File: src/rtl/rising_edge_detector.sv
// Single-cycle rising-edge detector on a synchronous input.
module rising_edge_detector (
   input  logic Clock,
   input  logic Reset,
   input  logic Signal_i,
   output logic Edge_o
);

   logic prev_q;

   always_ff @(posedge Clock or negedge Reset) begin
      if (!Reset) begin
         prev_q <= 1'b0;
      end else begin
         prev_q <= Signal_i;
      end
   end

   assign Edge_o = Signal_i & ~prev_q;

endmodule

File: src/rtl/strobe_period_meter.sv
// Measures Clock cycles between strobe rising edges and flags
// a strobe that has gone silent for longer than TIMEOUT_NS.
module strobe_period_meter #(
   parameter  int unsigned     CLOCK_HZ   = 10_000_000,
   parameter  int unsigned     TIMEOUT_NS = 10_000,
   localparam longint unsigned TIMEOUT_CYCLES =
      64'(CLOCK_HZ) * 64'(TIMEOUT_NS) / 64'd1_000_000_000,
   localparam int              WIDTH = $clog2(TIMEOUT_CYCLES + 1)
) (
   input  logic             Clock,
   input  logic             Reset,
   input  logic             Enable_i,
   input  logic             Strobe_i,
   output logic [WIDTH-1:0] Period_o,
   output logic             Valid_o,
   output logic             Timeout_o
);

   if (TIMEOUT_CYCLES <= 1) begin : g_bad_timeout
      $fatal(1, "strobe_period_meter: TIMEOUT_CYCLES must exceed 1");
   end

   localparam logic [WIDTH-1:0] LIMIT = WIDTH'(TIMEOUT_CYCLES);
   localparam logic [WIDTH-1:0] ONE   = WIDTH'(1);

   typedef enum logic [1:0] {
      IDLE    = 2'd0,
      ARMED   = 2'd1,
      TIMEOUT = 2'd2
   } state_t;

   state_t           state_q, state_d;
   logic [WIDTH-1:0] cnt_q, cnt_d;
   logic [WIDTH-1:0] per_q, per_d;
   logic             vld_q, vld_d;
   logic             to_q, to_d;
   logic             strobe_edge;

   rising_edge_detector u_edge (
      .Clock    (Clock),
      .Reset    (Reset),
      .Signal_i (Strobe_i),
      .Edge_o   (strobe_edge)
   );

   always_ff @(posedge Clock or negedge Reset) begin
      if (!Reset) begin
         state_q <= IDLE;
         cnt_q   <= '0;
         per_q   <= '0;
         vld_q   <= 1'b0;
         to_q    <= 1'b0;
      end else begin
         state_q <= state_d;
         cnt_q   <= cnt_d;
         per_q   <= per_d;
         vld_q   <= vld_d;
         to_q    <= to_d;
      end
   end

   always_comb begin
      state_d = state_q;
      cnt_d   = cnt_q;
      per_d   = per_q;
      vld_d   = 1'b0;
      to_d    = to_q;
      unique case (state_q)
         IDLE: begin
            cnt_d = '0;
            if (Enable_i && strobe_edge) begin
               state_d = ARMED;
               cnt_d   = ONE;
            end
         end
         ARMED: begin
            // Edge beats the limit so an interval of exactly LIMIT is valid
            if (!Enable_i) begin
               state_d = IDLE;
               cnt_d   = '0;
            end else if (strobe_edge) begin
               per_d = cnt_q;
               vld_d = 1'b1;
               cnt_d = ONE;
            end else if (cnt_q == LIMIT) begin
               state_d = TIMEOUT;
               to_d    = 1'b1;
            end else begin
               cnt_d = cnt_q + ONE;
            end
         end
         TIMEOUT: begin
            if (!Enable_i) begin
               state_d = IDLE;
               cnt_d   = '0;
               to_d    = 1'b0;
            end else if (strobe_edge) begin
               state_d = ARMED;
               cnt_d   = ONE;
               to_d    = 1'b0;
            end
         end
         default: begin
            state_d = IDLE;
            cnt_d   = '0;
            to_d    = 1'b0;
         end
      endcase
   end

   assign Period_o  = per_q;
   assign Valid_o   = vld_q;
   assign Timeout_o = to_q;

endmodule

File: config.mk
export PLATFORM = sky130hd
export DESIGN_NAME = strobe_period_meter
export DESIGN_NICKNAME = d
export VERILOG_FILES = /design/src/rtl/rising_edge_detector.sv /design/src/rtl/strobe_period_meter.sv
export SDC_FILE = /design/constraint.sdc
export NUM_CORES = 1
export LEC_CHECK = 0
export BUFFER_PORTS_ARGS = -buffer_cell sky130_fd_sc_hd__buf_2
export CAP_MARGIN = 10
export CORE_MARGIN = 2
export CORE_UTILIZATION = 35
export DETAILED_ROUTE_END_ITERATION = 8
export PLACE_DENSITY = 0.51
export SLEW_MARGIN = 40
export SYNTH_ARGS = -nofsm -noshare
export SYNTH_HDL_FRONTEND = slang
export SYNTH_HIERARCHICAL = 1
export SYNTH_SLANG_ARGS = --single-unit
File: constraint.sdc
create_clock -name Clock -period 2.5 [get_ports Clock]
set_input_delay 0.25 -clock Clock [delete_from_list [all_inputs] [get_ports Clock]]
set_output_delay 0.25 -clock Clock [all_outputs]
set_load 0.05 [all_outputs]
==> results of run 1 <==
==> power breakdown <==
group / total (mW) / switching (mW) / internal (mW)
clock network: 0.154 / 0.0950 / 0.0595
registers: 0.319 / 0.00577 / 0.314
logic: 0.0513 / 0.0355 / 0.0158
==> metal layers <==
layer | share of wire, % | vias up
li1 | - | 349
met1 | 50 | 343
met2 | 45 | 14
met3 | 3.2 | 4
met4 | 2.0 | 0
met5 | 0 | -
==> how the worst max path moves through the flow <==
stage,startpoint,end,slack [ns],depth (start not counted)
after global placement,state_q[0],Period_o[1],0.88,3
after global routing,state_q[0],Period_o[1],0.69,3
after floorplan,cnt_q[0],cnt_q[3],1.09,5
after detailed placement,state_q[0],Period_o[1],0.82,3
after CTS,state_q[0],Period_o[1],0.81,3
final,state_q[0],Period_o[2],0.80,3
==> sequential cells by signal (all words and copies together) (netlist names) <==
register       count
Period_o           7
Timeout_o          1
cnt_q              7
u_edge/prev_q      1
Valid_o            1
state_q            2
==> cells in the final DEF, fill, tap and decap left out, types with 2 or more instances in the layout <==
| cell type | instances |
|---|---|
| mux2_2 | 5 |
| nor2b_1 | 2 |
| a31oi_1 | 3 |
| or4_1 | 2 |
| a21oi_1 | 3 |
| nand2b_1 | 2 |
| xor2_1 | 2 |
| buf_2 | 12 |
| clkbuf_4 | 3 |
| nand3_1 | 7 |
| o21ai_0 | 2 |
| dfrtp_1 | 19 |
| o211ai_1 | 2 |
| ha_1 | 2 |
| o311ai_0 | 2 |
| nand2_1 | 10 |
| mux2_1 | 2 |
| o2111ai_1 | 2 |
| inv_1 | 5 |
| nor2_1 | 3 |
==> final cells by class <==
type / instances / share of cell area (%)
Clock buffer: 3 / 2.08
Clock inverter: 1 / 0.463
Inverter: 5 / 1.74
Multi-Input combinational cell: 61 / 41.7
Sequential cell: 19 / 44.0
Tap cell: 31 / 3.59
Timing Repair Buffer: 13 / 6.48
==> worst max-delay path: cells and delay by family, from the launching register on <==
kind	cells	cell delay [ns]
flops	1	0.45
mux	1	0.35
simple gates	2	0.80
==> cell families after synthesis <==
family	after synthesis	share of synthesized area, %
AOI/OAI and AO/OA	17	13.4
xor gates and xnor gates	2	1.82
adders and majority gates	2	2.59
buffers and inverters	8	4.02
DFF	19	49.3
muxes	7	8.17
and+or+nand+nor	33	20.8
==> per-stage QoR <==
| step | std cells | utilization (%) |
|---|---|---|
| final | 133 | 40.2 |
| after floorplan | 88 | - |
| after detailed placement | 128 | 38.8 |
| after global routing | 133 | 40.2 |
| after CTS | 133 | 40.2 |
| after global placement | 128 | 38.8 |
==> what timing repair did <==
action,4_1_cts,5_1_grt
resized for setup,0,0
endpoints found under the hold margin,19,0
hold buffers,1,0
==> flow_summary_export.csv, run 1 <==
group,metric,value,unit
outcome,outcome,"complete, no violations",
grt,grt-ovfl-total,0,
synthesis,yosys_warnings,6,
pwr,power.density,486,nW/um2
pwr,ir_drop,248,uV
routing,via_count,710,
final_layout,multi_input_area,450,um2
grt,grtUsageTotal,13.0,%
sta,rsz0062_at_grt,"no",
clock_tree,cts_buffers,3,
place,detailed_place.area,1040,um2
synthesis,synth_common_cells,"19 x dfrtp_1, 10 x nand2_1, 7 x nand3_1",
grt,grt_pass1_vias,681,
routing,ant_nets,0,
sta,worst_pin_slew,0.657,ns
sta,max_slew_margin,56.1,%
final_layout,regArea,475,um2
floorplan,dieArea,3190,um2
clock_tree,post_cts.repair.setup_buffers,0,
setup_path,cp_data_required_time,2.69,ns
setup_path,worstSetupEndpointType,"register",
setup_path,ff2ff_setup_slack,0.80,ns
grt,top_usage_layer,"met2",
hold_path,hold_end,"u_edge/prev_q",
setup_path,r2r_end,"Period_o[2]",
grt,groute.layer.met3.usage,2.07,%
setup_path,cpMaxStageDelayCell,"nor2b_1",
synthesis,synth_top_area_cell,"dfrtp_1",
synthesis,syn_area_per_cell,11.0,um2
place,dp_hpwl,1.34,mm
grt,antenna_found_initial,0,
floorplan,die_h,56.5,um
floorplan,fp.dieW,56.5,um
routing,routed_wl,1.83,mm
setup_path,startpoint_type,"register",
synthesis,synth_area,965,um2
sta,whs,0.0660,ns
clock_tree,clkLatencyLatePin,0.30,ns
synthesis,ys.flop_type,"dfrtp_1",
grt,grt_first_pass_wirelength,3.14,mm
sta,drv_slew,0,
setup_path,ff2ff_path_depth,3,
routing,first_pass_iters,4,
synthesis,yosys.cell_types.count,30,
sta,finalSetupViolCount,0,
routing,remaining_drc_errors,0,
synthesis,synthTopCellsByArea,"dfrtp_1 49%, mux2_2 5.8%, nand2_1 3.9%, nand3_1 3.6%, ha_1 2.6%",
clock_tree,path_clk_slew,0.11,ns
routing,drt_iter0_drc,9,
hold_path,hold_start,"Strobe_i",
synthesis,syn_nets,94,
synthesis,netlist_instances,88,
final_layout,fin_nets,109,
setup_path,cp_slowest_stage_delay,0.58,ns
place,pre_cts_slack,0.821,ns
floorplan,start_util,35.9,%
synthesis,yosysMostFrequentCell,"dfrtp_1",
sta,setup_ws,0.800,ns
final_layout,n_fill_cell,259,
routing,avgViaCountPerCell,5.34,
sta,finalHoldViolCount,0,
clock_tree,root_buffer,"clkbuf_4",
grt,grt_use_met1,17.8,%
grt,use_met2,19.3,%
synthesis,synth_edf_count,0,
place,io_buffers,12,
synthesis,synth_seq_cells,19,
sta,fin_tns_setup,0,ns
sta,fin_crit,1.70,ns
sta,post-route-period-util,68.0,%
setup_path,worstReg2RegStart,"state_q[0]",
sta,skew,0.00726,ns
sta,fmax,0.588,GHz
hold_path,hold-path-cell-count,1,
final_layout,syn2layout_area_growth,12.1,%
final_layout,fin_area,1080,um2
pwr,finalPower,0.525,mW
final_layout,diodes,0,
final_layout,drive_gt1_share,24.5,%
floorplan,rows,19,
setup_path,path_cells,"nor2b_1, nand3_4, mux2_1",
clock_tree,clockBufferDepth,2,
synthesis,async_flop_share,100,%
synthesis,synth_top_area_share,49.3,%
floorplan,ioPinCount,13,
clock_tree,cts_num_sinks,19,
setup_path,cp.arrival,1.89,ns
floorplan,core,2690,um2
setup_path,critPathMaxFanout,8,
routing,wl_per_cell,13.8,um
setup_path,critPathKind,"register to register",
hold_path,min_path_type,"input port to register",
clock_tree,tritoncts,"done",
pwr,leakage,0.499,nW
place,gp_congestion,0.811,
job,cap_viol_max_count,0,
grt,grt_max_degree,20,
clock_tree,htreeDepth,1,
synthesis,ys_seq_area_share,49.3,%
Power figures use the tool's default switching activity.
==> run 2, diff against run 1 <==
==> constraint.sdc (replaced) <==
create_clock -name Clock -period 1.6 [get_ports Clock]
set_input_delay 0.16 -clock Clock [delete_from_list [all_inputs] [get_ports Clock]]
set_output_delay 0.16 -clock Clock [all_outputs]
set_load 0.05 [all_outputs]
==> flow_summary_export.csv, run 2 (same netlist as run 1, synthesis figures left out) <==
group,metric,value,unit
routing,ant_nets,0,
floorplan,fp.dieW,56.5,um
sta,finalSetupViolCount,0,
sta,fin_tns_setup,0,ns
setup_path,startpoint_type,"register",
final_layout,n_fill_cell,263,
grt,grtUsageTotal,13.4,%
final_layout,fin_nets,114,
sta,fin_crit,1.50,ns
setup_path,critPathKind,"register to register",
sta,setup_ws,0.101,ns
grt,use_met2,20.3,%
grt,grt_max_degree,20,
grt,top_usage_layer,"met2",
setup_path,worstSetupEndpointType,"register",
pwr,power.density,744,nW/um2
clock_tree,path_clk_slew,0.11,ns
final_layout,syn2layout_area_growth,16.1,%
routing,drt_iter0_drc,5,
floorplan,ioPinCount,13,
clock_tree,htreeDepth,1,
place,dpl.cell_count,131,
clock_tree,ctsResizeCount,0,
sta,skew,0.00573,ns
sta,whs,0.133,ns
place,detailed_place.area,1070,um2
clock_tree,clkLatencyLatePin,0.30,ns
pwr,leakage,0.521,nW
place,dp_hpwl,1.35,mm
routing,routed_wl,1.85,mm
final_layout,final_common_cell,"dfrtp_1",
floorplan,dieArea,3190,um2
outcome,outcome,"complete, no violations",
floorplan,rows,19,
hold_path,min_path_type,"input port to register",
clock_tree,cts_num_sinks,19,
setup_path,critPathTopFamily,"compound AO/OA/AOI/OAI gates",
routing,avgViaCountPerCell,5.30,
clock_tree,cts_buffers,3,
final_layout,drive_gt1_share,26.2,%
setup_path,worst-path-buf-inv,1,
setup_path,crit_start,"cnt_q[0]",
setup_path,cp_data_required_time,1.83,ns
pwr,ir_drop,460,uV
final_layout,final_core_util,41.7,%
setup_path,critPathMaxFanout,4,
grt,grt_use_met1,17.6,%
setup_path,path_cells,"inv_1, ha_1, and2_1, a2111o_1, a31oi_1",
floorplan,die_h,56.5,um
clock_tree,root_buffer,"clkbuf_4",
final_layout,finalNonFillerCells,138,
place,io_buffers,12,
final_layout,final_cell_mix,"19 x dfrtp_1, 12 x buf_2, 10 x nand2_1",
grt,grt_first_pass_wirelength,3.24,mm
floorplan,start_util,35.9,%
final_layout,diodes,0,
routing,via_count,731,
grt,groute.layer.met3.usage,2.30,%
setup_path,cpMaxStageDelayCell,"a2111o_1",
sta,max_slew_margin,71.6,%
job,cap_viol_max_count,0,
sta,fmax,0.667,GHz
sta,worst_pin_slew,0.426,ns
hold_path,hold_start,"Enable_i",
grt,grt-ovfl-total,0,
final_layout,fin_area,1120,um2
place,pre_cts_slack,0.0990,ns
floorplan,core,2690,um2
sta,finalHoldViolCount,0,
pwr,finalPower,0.833,mW
sta,rsz0062_at_grt,"no",
setup_path,cp_slowest_stage_delay,0.42,ns
routing,first_pass_iters,4,
clock_tree,tritoncts,"done",
grt,antenna_found_initial,0,
clock_tree,clockBufferDepth,2,
routing,remaining_drc_errors,0,
sta,drv_slew,0,
grt,grt_pass1_vias,709,
setup_path,worstReg2RegStart,"cnt_q[0]",
sta,post-route-period-util,93.7,%
setup_path,cp.arrival,1.73,ns
place,gp_congestion,0.814,
routing,wl_per_cell,13.4,um
-- run 2: changes by cell type in the layout (fill, tap and decap cells not counted), sizes merged --
| cell | delta |
|---|---|
| clkbuf | +1 |
| clkinv | -1 |
| dlygate4sd3 | +1 |
| buf | +4 |
-- run 2: layer usage --
metal | up-vias | part of all wire (%)
met4 | 0 | 3.3
li1 | 361 | -
met1 | 342 | 46
met5 | - | 0
met3 | 7 | 4.6
met2 | 21 | 46
-- run 2: final timing paths --
check	slack (ns)	endpoint	cells after the start
max in group asynchronous	0.98	Period_o[1]	2
setup reg to reg	0.10	cnt_q[3]	5
hold / removal	0.13	state_q[0]	3
hold reg to reg	0.50	Period_o[1]	1
min in group asynchronous	0.31	cnt_q[3]	2
setup / recovery	0.10	cnt_q[3]	5
-- run 2: repair_timing --
action,4_1_cts,5_1_grt
buffers inserted,0,1
endpoints found under the hold margin,20,0
endpoints found under the setup margin,0,1
hold buffers,2,0
-- run 2: layout make-up --
cell class / instances / area [um2] / area share [%]
flip-flops and latches: 19 / 475 / 42.5
multi-input cells: 61 / 450 / 40.2
repair buffers: 18 / 110 / 9.83
well taps: 31 / 38.8 / 3.46
clock buffers: 4 / 26.3 / 2.35
inverters: 5 / 18.8 / 1.68
-- run 2: worst register-to-register path, stage by stage (launching register included) --
cell,delay [ns]
dfrtp_1,0.41
inv_1,0.07
ha_1,0.20
and2_1,0.18
a2111o_1,0.42
a31oi_1,0.16
-- run 2: report_power, final --
part           switching, mW  total [mW]  internal, mW
logic                 0.0571      0.0895        0.0324
clock network          0.148       0.245        0.0972
registers            0.00848       0.498         0.490
total                  0.213       0.833         0.619
==> run 3, diff against run 2 <==
--- a/config.mk
+++ b/config.mk
@@ -5,6 +5,7 @@
 export SDC_FILE = /design/constraint.sdc
 export NUM_CORES = 1
 export LEC_CHECK = 0
+export ABC_AREA = 1
 export BUFFER_PORTS_ARGS = -buffer_cell sky130_fd_sc_hd__buf_2
 export CAP_MARGIN = 10
 export CORE_MARGIN = 2
==> flow_summary_export.csv, run 3 <==
group,metric,value,unit
pwr,finalPower,0.872,mW
final_layout,multi_input_area,449,um2
final_layout,n_fill_cell,290,
setup_path,ff2ff_setup_slack,0.13,ns
synthesis,synthTopCellsByArea,"dfrtp_1 48%, nand2_1 9.8%, o21ai_2 7.0%, nand3_1 4.0%, inv_1 3.8%",
synthesis,ys_seq_area_share,47.7,%
final_layout,syn2layout_area_growth,16.3,%
clock_tree,clockBufferDepth,2,
synthesis,netlist_instances,112,
pwr,sequentialPowerShare,57.9,%
pwr,pwr-share-clk,28.7,%
final_layout,fin_nets,139,
routing,avgViaCountPerCell,4.80,
setup_path,cpMaxStageDelayCell,"dfrtp_1",
pwr,p_sw,0.249,mW
grt,grt_first_pass_wirelength,3.47,mm
synthesis,synth-adder-area-share,2.51,%
synthesis,syn_nets,118,
hold_path,hold_end,"cnt_q[4]",
routing,ant_nets,0,
setup_path,cp.arrival,1.67,ns
setup_path,worstReg2RegStart,"cnt_q[1]",
outcome,outcome,"complete, no violations",
clock_tree,cts_buffers,3,
routing,wl_met2,873,um
sta,worst_pin_slew,0.442,ns
synthesis,ys.flop_type,"dfrtp_1",
hold_path,min_path_type,"input port to register",
synthesis,synthMuxAreaShare,0,%
routing,remaining_drc_errors,0,
synthesis,yosysMostFrequentCell,"nand2_1",
floorplan,start_util,36.5,%
setup_path,worst-path-buf-inv,2,
synthesis,synth_area,997,um2
synthesis,synth_edf_count,0,
synthesis,yosys.cell_types.count,21,
clock_tree,cts_num_sinks,19,
sta,post-route-period-util,92.1,%
routing,wl_per_cell,12.2,um
clock_tree,path_clk_slew,0.12,ns
sta,drv_slew,0,
floorplan,core,2730,um2
sta,max_slew_margin,70.6,%
grt,grt-ovfl-total,0,
synthesis,syn_area_per_cell,8.90,um2
sta,finalSetupViolCount,0,
clock_tree,htreeDepth,1,
routing,via_count,783,
setup_path,startpoint_type,"register",
floorplan,dieArea,3290,um2
final_layout,final_common_cell,"nand2_1",
grt,antenna_found_initial,0,
synthesis,synth_top_area_share,47.7,%
setup_path,critPathKind,"register to register",
grt,grtUsageTotal,13.7,%
routing,wl_met3,81,um
pwr,p_sw_share,28.6,%
floorplan,fp.dieW,57.4,um
floorplan,rows,19,
synthesis,yosys_warnings,6,
final_layout,drive_gt1_share,32.6,%
synthesis,synth_top_area_cell,"dfrtp_1",
sta,fin_crit,1.47,ns
grt,grt_max_degree,20,
synthesis,synth_common_cells,"26 x nand2_1, 19 x dfrtp_1, 10 x inv_1",
hold_path,hold-path-cell-count,3,
synthesis,synth_seq_cells,19,
hold_path,hold_start,"Enable_i",
pwr,power.density,751,nW/um2
pwr,ir_drop,348,uV
final_layout,regArea,475,um2
routing,first_pass_iters,4,
setup_path,r2r_end,"cnt_q[2]",
place,dp_hpwl,1.47,mm
final_layout,final_cell_mix,"26 x nand2_1, 19 x dfrtp_1, 12 x buf_2",
synthesis,synth_xor_area_share,0.878,%
setup_path,cp_slowest_stage_delay,0.41,ns
final_layout,diodes,0,
clock_tree,clkLatencyLatePin,0.30,ns
pwr,p_comb_share,13.4,%
setup_path,path_cells,"inv_1, ha_1, nand3_1, nor2_4, nand2_4, nand2_4, inv_4, nand2_1, o21ai_2",
sta,skew,0.00814,ns
final_layout,fin_area,1160,um2
place,detailed_place.area,1100,um2
setup_path,cp_data_required_time,1.80,ns
job,cap_viol_max_count,0,
synthesis,synth_top_family_by_area,"simple AND/OR/NAND/NOR gates",
routing,routed_wl,1.99,mm
grt,grt_pass1_vias,756,
sta,finalHoldViolCount,0,
routing,drt_iter0_drc,24,
setup_path,ff2ff_path_depth,9,
pwr,leakage,0.549,nW
setup_path,critPathTopFamily,"simple AND/OR/NAND/NOR gates",
clock_tree,tritoncts,"done",
final_layout,final_core_util,42.4,%
pwr,intPower,0.622,mW
routing,routed.top_layer,"met4",
sta,fmax,0.678,GHz
setup_path,critPathMaxFanout,6,
clock_tree,root_buffer,"clkbuf_4",
synthesis,async_flop_share,100,%
place,io_buffers,12,
sta,fin_tns_setup,0,ns
synthesis,synth-simple-area-share,29.4,%
place,gp_congestion,0.859,
synthesis,synth-compound-area-share,11.8,%
setup_path,worstSetupEndpointType,"register",
routing,met1_length,1.01,mm
floorplan,die_h,57.4,um
setup_path,cp_common_cell,"nand2_4",
floorplan,ioPinCount,13,
-- run 3: stage by stage --
stage	hold WS, ns	instances	setup slack [ns]
2_1_floorplan	-0.136	112	0.241
3_3_place_gp	0.128	156	0.186
3_5_place_dp	0.130	156	0.109
4_1_cts	0.136	162	0.0429
5_1_grt	0.133	163	-0.000931
6_report	0.133	163	0.126
-- run 3: power groups by stage --
stage / sequential [mW] / combinational [mW] / clock (mW)
CTS: 0.505 / 0.118 / 0.257
floorplan: 0.537 / 0.0502 / 0
finish: 0.505 / 0.117 / 0.250
global route: 0.507 / 0.128 / 0.282
global placement: 0.513 / 0.112 / 0
detailed placement: 0.514 / 0.112 / 0
-- run 3: per-layer routing --
metal | vias up | track usage [%]
met4 | 0 | 3.99
met2 | 18 | 21.1
met1 | 360 | 19.5
met5 | - | 0
met3 | 5 | 2.72
li1 | 400 | -
-- run 3: worst max-delay path by stage --
stage                         from  slack (ns)  depth (start not counted)       end
final                     cnt_q[1]        0.13                          9  cnt_q[2]
after floorplan           cnt_q[0]        0.24                          9  cnt_q[3]
after CTS                 cnt_q[1]        0.04                          9  cnt_q[3]
after detailed placement  cnt_q[1]        0.11                          9  cnt_q[3]
after global placement    cnt_q[1]        0.19                          9  cnt_q[3]
after global routing      cnt_q[1]     -0.0009                          9  cnt_q[3]
-- run 3: cell families after synthesis --
family / count (synthesis)
buf+inv: 18
flops: 19
xor+xnor: 1
simple gates: 55
compound gates: 17
fa+ha+maj: 2
-- run 3: cell type report --
| cell class | count | share of cell area [%] |
|---|---|---|
| Clock inverter | 1 | 0.432 |
| Timing Repair Buffer | 17 | 8.85 |
| Multi-Input combinational cell | 75 | 38.7 |
| Clock buffer | 3 | 1.94 |
| Inverter | 17 | 5.72 |
| Sequential cell | 19 | 41.0 |
| Tap cell | 31 | 3.34 |
-- run 3: tightest hold or removal path, delay by kind of cell --
| kind | cells | cell delay [ns] |
|---|---|---|
| buffers and inverters | 1 | 0.13 |
| AND/OR/NAND/NOR | 2 | 0.12 |
-- run 3: what timing repair did --
item,in CTS,in global routing
setup endpoints to repair,0,3
setup buffers,0,1
resized for setup,0,1
hold buffers,2,0
endpoints found under the hold margin,20,0
